**config.mk**
```make
export PLATFORM = sky130hd
export DESIGN_NAME = ir_fetch_flat
export DESIGN_NICKNAME = d
export VERILOG_FILES = /design/src/rtl/ir_fetch_pkg.sv /design/src/rtl/ir_fetch_if.sv /design/src/rtl/ir_fetch_nmi_edge.sv /design/src/rtl/ir_fetch.sv /design/src/flat_wrapper.sv
export SDC_FILE = /design/constraint.sdc
export NUM_CORES = 1
export LEC_CHECK = 0
export CAP_MARGIN = 20
export CORE_MARGIN = 1.5
export CORE_UTILIZATION = 40
export CTS_BUF_LIST = sky130_fd_sc_hd__clkbuf_16
export CTS_CLUSTER_SIZE = 16
export DETAILED_ROUTE_END_ITERATION = 6
export PLACE_DENSITY_LB_ADDON = 0.05
export SYNTH_ARGS = -nofsm -noshare
export SYNTH_HDL_FRONTEND = slang
export SYNTH_SLANG_ARGS = --single-unit
```
**constraint.sdc**
```tcl
create_clock -name clk_m2 -period 3.35 [get_ports clk_m2]
set_input_delay 0.335 -clock clk_m2 [delete_from_list [all_inputs] [get_ports clk_m2]]
set_output_delay 0.335 -clock clk_m2 [all_outputs]
set_load 0.005 [all_outputs]
```
**src/rtl/ir_fetch_pkg.sv**
```systemverilog
// Shared encodings for the instruction-register / interrupt-injection stage.
// Interrupt sources, vector addresses and the forced BRK opcode.
package ir_fetch_pkg;

    // RESET needs a fifth code, so the source field is 3 bits wide
    typedef enum logic [2:0] {
        SRC_NONE  = 3'd0,
        SRC_BRK   = 3'd1,
        SRC_IRQ   = 3'd2,
        SRC_NMI   = 3'd3,
        SRC_RESET = 3'd4
    } int_src_t;

    localparam logic [15:0] VEC_NMI = 16'hFFFA;
    localparam logic [15:0] VEC_RST = 16'hFFFC;
    localparam logic [15:0] VEC_IRQ = 16'hFFFE;

    localparam logic [7:0] OP_BRK = 8'h00;

    function automatic logic [15:0] src_vector(int_src_t s);
        logic [15:0] v;
        v = VEC_IRQ;
        if (s == SRC_RESET) v = VEC_RST;
        if (s == SRC_NMI)   v = VEC_NMI;
        return v;
    endfunction

endpackage

```
**src/rtl/ir_fetch_if.sv**
```systemverilog
// Sequencer <-> fetch-stage bundle: fetch qualifiers in, opcode and
// interrupt qualifiers out.
interface ir_fetch_if;
    import ir_fetch_pkg::*;

    logic       rdy;
    logic       sync;
    logic [7:0] data_in;
    logic       i_flag;
    logic       nmi_n;
    logic       irq_n;
    logic       vec_ack;

    logic [7:0]  opcode;
    int_src_t    int_src;
    logic [15:0] vector;
    logic        b_flag;
    logic        stack_wr_inhibit;
    logic        pc_inc_inhibit;

    modport master (
        output rdy, sync, data_in, i_flag,
        output nmi_n, irq_n, vec_ack,
        input  opcode, int_src, vector,
        input  b_flag, stack_wr_inhibit, pc_inc_inhibit
    );

    modport slave (
        input  rdy, sync, data_in, i_flag,
        input  nmi_n, irq_n, vec_ack,
        output opcode, int_src, vector,
        output b_flag, stack_wr_inhibit, pc_inc_inhibit
    );

endinterface

```
**src/rtl/ir_fetch_nmi_edge.sv**
```systemverilog
// Synchroniser with falling-edge detect and a set-dominant pending latch.
// Sync flops run regardless of rdy; only the clear is qualified upstream.
module ir_fetch_nmi_edge #(
    parameter int STAGES = 2
) (
    input  logic clk,
    input  logic rst_n,
    input  logic async_n,
    input  logic clr,
    output logic level,
    output logic fall,
    output logic pend
);

    logic [STAGES-1:0] sync_q;
    logic              last_q;

    assign level = sync_q[STAGES-1];
    assign fall  = last_q & ~sync_q[STAGES-1];

    always_ff @(posedge clk or negedge rst_n) begin
        if (!rst_n) begin
            sync_q <= '1;
            last_q <= 1'b1;
            pend   <= 1'b0;
        end else begin
            sync_q <= {sync_q[STAGES-2:0], async_n};
            last_q <= sync_q[STAGES-1];
            if (fall)
                pend <= 1'b1;
            else if (clr)
                pend <= 1'b0;
        end
    end

endmodule

```
**src/rtl/ir_fetch.sv**
```systemverilog
// Instruction register with forced-BRK injection for RESET/NMI/IRQ,
// plus vector select and BRK-sequence qualifiers for the sequencer.
module ir_fetch
    import ir_fetch_pkg::*;
#(
    parameter int SYNC_STAGES = 2
) (
    input logic        clk_m2,
    input logic        rst_n,
    ir_fetch_if.slave  bus
);

    logic     nmi_lvl;
    logic     nmi_fall;
    logic     nmi_pend;
    logic     nmi_clr;
    logic     irq_s;
    logic     irq_fall;
    logic     irq_pend;
    logic     irq_lvl;
    logic     unused_sync;
    logic     rst_pend;
    logic     capture;
    logic     vec_take;
    logic     hijack;
    logic [7:0] opcode_q;
    logic [7:0] op_d;
    int_src_t src_q;
    int_src_t src_d;

    ir_fetch_nmi_edge #(.STAGES(SYNC_STAGES)) u_nmi (
        .clk     (clk_m2),
        .rst_n   (rst_n),
        .async_n (bus.nmi_n),
        .clr     (nmi_clr),
        .level   (nmi_lvl),
        .fall    (nmi_fall),
        .pend    (nmi_pend)
    );

    ir_fetch_nmi_edge #(.STAGES(SYNC_STAGES)) u_irq (
        .clk     (clk_m2),
        .rst_n   (rst_n),
        .async_n (bus.irq_n),
        .clr     (1'b0),
        .level   (irq_s),
        .fall    (irq_fall),
        .pend    (irq_pend)
    );

    assign unused_sync = nmi_lvl & irq_fall & irq_pend;
    assign irq_lvl     = ~irq_s;

    assign capture  = bus.sync & bus.rdy;
    assign vec_take = bus.vec_ack & bus.rdy;

    // A pending NMI steals the vector fetch of an IRQ/BRK sequence
    assign hijack  = vec_take & nmi_pend &
                     (src_q == SRC_IRQ || src_q == SRC_BRK);
    assign nmi_clr = vec_take &
                     (src_q == SRC_NMI || src_q == SRC_IRQ ||
                      src_q == SRC_BRK);

    always_comb begin
        op_d  = bus.data_in;
        src_d = (bus.data_in == OP_BRK) ? SRC_BRK : SRC_NONE;
        if (rst_pend) begin
            op_d  = OP_BRK;
            src_d = SRC_RESET;
        end else if (nmi_pend) begin
            op_d  = OP_BRK;
            src_d = SRC_NMI;
        end else if (irq_lvl && !bus.i_flag) begin
            op_d  = OP_BRK;
            src_d = SRC_IRQ;
        end
    end

    always_ff @(posedge clk_m2 or negedge rst_n) begin
        if (!rst_n) begin
            opcode_q <= OP_BRK;
            src_q    <= SRC_RESET;
            rst_pend <= 1'b1;
        end else begin
            if (capture) begin
                opcode_q <= op_d;
                src_q    <= src_d;
            end
            if (vec_take && src_q == SRC_RESET)
                rst_pend <= 1'b0;
        end
    end

    assign bus.opcode  = opcode_q;
    assign bus.int_src = src_q;
    assign bus.vector  = hijack ? VEC_NMI : src_vector(src_q);
    assign bus.b_flag  = (src_q == SRC_BRK);
    assign bus.stack_wr_inhibit = (src_q == SRC_RESET);
    assign bus.pc_inc_inhibit   = (src_q == SRC_IRQ) ||
                                  (src_q == SRC_NMI) ||
                                  (src_q == SRC_RESET);

endmodule
```
**src/flat_wrapper.sv**
```systemverilog
// flat-port wrapper written by rule: the top's interface ports become plain ports
module ir_fetch_flat import ir_fetch_pkg::*;
#(
    parameter int SYNC_STAGES = 2
)
  (clk_m2, rst_n, bus_rdy, bus_sync, bus_data_in, bus_i_flag, bus_nmi_n, bus_irq_n, bus_vec_ack, bus_opcode, bus_int_src, bus_vector, bus_b_flag, bus_stack_wr_inhibit, bus_pc_inc_inhibit);
  ir_fetch_if bus_i ();
  input logic clk_m2;
  input logic rst_n;
  input wire logic [$bits(bus_i.rdy)-1:0] bus_rdy;
  input wire logic [$bits(bus_i.sync)-1:0] bus_sync;
  input wire logic [$bits(bus_i.data_in)-1:0] bus_data_in;
  input wire logic [$bits(bus_i.i_flag)-1:0] bus_i_flag;
  input wire logic [$bits(bus_i.nmi_n)-1:0] bus_nmi_n;
  input wire logic [$bits(bus_i.irq_n)-1:0] bus_irq_n;
  input wire logic [$bits(bus_i.vec_ack)-1:0] bus_vec_ack;
  output wire logic [$bits(bus_i.opcode)-1:0] bus_opcode;
  output wire logic [$bits(bus_i.int_src)-1:0] bus_int_src;
  output wire logic [$bits(bus_i.vector)-1:0] bus_vector;
  output wire logic [$bits(bus_i.b_flag)-1:0] bus_b_flag;
  output wire logic [$bits(bus_i.stack_wr_inhibit)-1:0] bus_stack_wr_inhibit;
  output wire logic [$bits(bus_i.pc_inc_inhibit)-1:0] bus_pc_inc_inhibit;
  assign bus_i.rdy = bus_rdy;
  assign bus_i.sync = bus_sync;
  assign bus_i.data_in = bus_data_in;
  assign bus_i.i_flag = bus_i_flag;
  assign bus_i.nmi_n = bus_nmi_n;
  assign bus_i.irq_n = bus_irq_n;
  assign bus_i.vec_ack = bus_vec_ack;
  assign bus_opcode = bus_i.opcode;
  assign bus_int_src = bus_i.int_src;
  assign bus_vector = bus_i.vector;
  assign bus_b_flag = bus_i.b_flag;
  assign bus_stack_wr_inhibit = bus_i.stack_wr_inhibit;
  assign bus_pc_inc_inhibit = bus_i.pc_inc_inhibit;
  ir_fetch #(.SYNC_STAGES(SYNC_STAGES)) u_core (.clk_m2(clk_m2), .rst_n(rst_n), .bus(bus_i));
endmodule
```
==> results.ini <==
[outcome]
status=finished clean

[power]
p_leak_nw=0.522
power_density_mw_per_mm2=513
peakVddDrop_v=0.000308

[final_layout]
n_antenna_cell=0
final_design_area_no_fill_mm2=0.00116
drive_above_1_share_pct=15.0
fin_util_pct=59.9
syn_to_final_growth_pct=43.3
fin_nets=117
fin_cells=127

[clocking]
h-tree-depth=1
clkTransAtPathRegs_ns=0.05
clock-root-buffer=clkbuf_16
ctsHoldBuffers=0
clk_latency_ns=0.25
clockBufferDepth=2
cts-buffers-inserted=3
cts_sinks=18
cts_resized=0
cts_tree=yes
cts_setup_buffers=0

[worst_setup_path]
cp-startpoint=bus_rdy
criticalPathCategory=in2out
reg2reg_to=u_core.bus.opcode[3]
arrival_ns=1.64
r2r_setup_slack_ns=1.96
worst_setup_path_start_kind=primary input
crit_path_end_kind=primary output
cp.required_ns=3.01
rr_worst_depth=3
r2r-start=u_core.u_irq.sync_q[1]
crit_fanout=2
critPathCapture=bus_vector[2]

[yosys]
syn_area_um2=812
yosys_warnings=0
postSynthCellCount=68
ys_ff_latch=18
synth_seq_area_share_pct=56.5
synthDistinctLibCells=22
avgSynthCellArea_um2=11.9

[place]
place_congestion=0.734
dpl_cell_area_mm2=0.00108
port_buffers=31
post-dp-hpwl_um=1140
dp.cells=123

[routing]
drt_first_iter_violations=2
post_drt_via_cell_ratio=4.52
num_vias=574
drc_errors=0
antenna_left=0
drt_pass1_iterations=2
wl_per_cell_um=12.3
drt-total-wl_um=1560

[global_route]
grt_max_degree=19
grt_pass1_wl_um=2260
grt_usage_pct=15.5
gr-total-overflow=0
grt_pass1_vias=507
antenna_found_initial=0

[run]
maxCapViolations=0

[sta]
clock.fmax_mhz=506
period_needed_ns=1.98
finalSetupViolCount=0
relSlewSlack_pct=49.6
worst_slew_pin_slew_ns=0.754
skew_ns=0.00133
hold_violations=0
setup_tns_ns=0
maxSlewViolCount=0
grt_setup_unrepaired=false
fin_crit_sh_pct=59.0

[floorplan]
die_h_um=48.1
boundaryPins=46
start_util_pct=41.8
rows=16
die_x_um=48.1
die_area_mm2=0.00231
core_area_mm2=0.00194

[hold_path]
hold_class=reg2reg

==> layout make-up <==
type                       instances  area, um2
clock buffer                       3       75.1
clock inverter                     1       3.75
fill                             173        778
inverter                           5       18.8
multi-input combinational         42        263
sequential                        18        459
tap                               27       33.8
timing repair buffer              31        310
==> metal layers <==
metal | global-route usage, % | wire length (um)
met2 | 25.9 | 827
met4 | 9.73 | 36
met1 | 17.3 | 610
met3 | 4.53 | 87
met5 | 0 | 0
==> power by group <==
group / internal, mW / switching [mW] / total (mW) / leakage [nW]
registers: 0.240 / 0.0142 / 0.254 / 0.216
clock network: 0.159 / 0.0771 / 0.236 / 0.0385
logic: 0.0693 / 0.0378 / 0.107 / 0.267
==> worst max-delay path, stage by stage <==
cell and delay [ns]:
clkdlybuf4s50_1 0.47, nand2_1 0.07, nor3_1 0.21, a32oi_1 0.09, clkdlybuf4s50_1 0.46
==> kinds of logic after synthesis <==
family                 share of synthesized area (%)
and+or+nand+nor                                 7.70
other                                          0.925
DFF                                             56.5
buffers and inverters                           16.6
AOI/OAI and AO/OA                               16.8
muxes                                           1.39
==> how the worst min path moves through the flow <==
| stage | startpoint | to | slack (ns) | depth (start not counted) |
|---|---|---|---|---|
| after floorplan | rst_n | u_core.bus.int_src[0] | 0.04 | 0 |
| after global placement | u_core.u_irq.sync_q[0] | u_core.u_irq.sync_q[1] | 0.35 | 0 |
| after detailed placement | u_core.u_nmi.sync_q[0] | u_core.u_nmi.sync_q[1] | 0.35 | 0 |
| after CTS | u_core.u_nmi.sync_q[0] | u_core.u_nmi.sync_q[1] | 0.36 | 0 |
| after global routing | u_core.u_nmi.sync_q[0] | u_core.u_nmi.sync_q[1] | 0.36 | 0 |
| final | u_core.u_nmi.sync_q[0] | u_core.u_nmi.sync_q[1] | 0.36 | 0 |
==> sequential cells by signal, indices dropped and copies added (netlist names) <==
signal / flops
u_core.bus.opcode: 8
u_core.u_nmi.sync_q: 2
u_core.u_nmi.last_q: 1
u_core.rst_pend: 1
u_core.bus.int_src: 3
u_core.u_nmi.pend: 1
u_core.u_irq.sync_q: 2
==> cell usage in the layout, fill, tap and decap left out, drive strengths merged <==
cell type,netlist,layout
clkbuf,0,3
nor2,3,3
nand2,3,3
dfrtp,11,11
nor3,2,2
clkdlybuf4s50,0,31
conb,2,14
a32oi,1,1
o21ai,1,1
a22o,10,10
mux2,1,1
o31ai,1,1
or4,2,2
o21a,1,1
clkinv,0,1
o21bai,1,1
and3,1,1
inv,5,5
dfstp,7,7
o22ai,1,1
==> cells in the mapped netlist (all sizes together) <==
cell,instances,area (um2)
mux2,1,11.3
buf,15,116
and3,1,6.26
o21a,1,7.51
or4,2,18.8
dfstp,7,184
o31ai,1,12.5
inv,5,18.8
dfrtp,11,275
o21bai,1,7.51
o21ai,1,5.00
nor3,2,15.0
nand2,3,11.3
a22o,10,88.8
nor2,3,11.3
o22ai,1,6.26
a32oi,1,8.76
conb,2,7.51
==> metrics by stage <==
stage	setup WS, ns	hold slack [ns]	total power, mW
2_1_floorplan	2.09	0.0394	0.306
3_3_place_gp	1.43	0.347	0.364
3_5_place_dp	1.37	0.349	0.365
4_1_cts	1.36	0.356	0.603
5_1_grt	1.29	0.362	0.624
6_report	1.37	0.357	0.597
(Power assumes the default switching activity.)
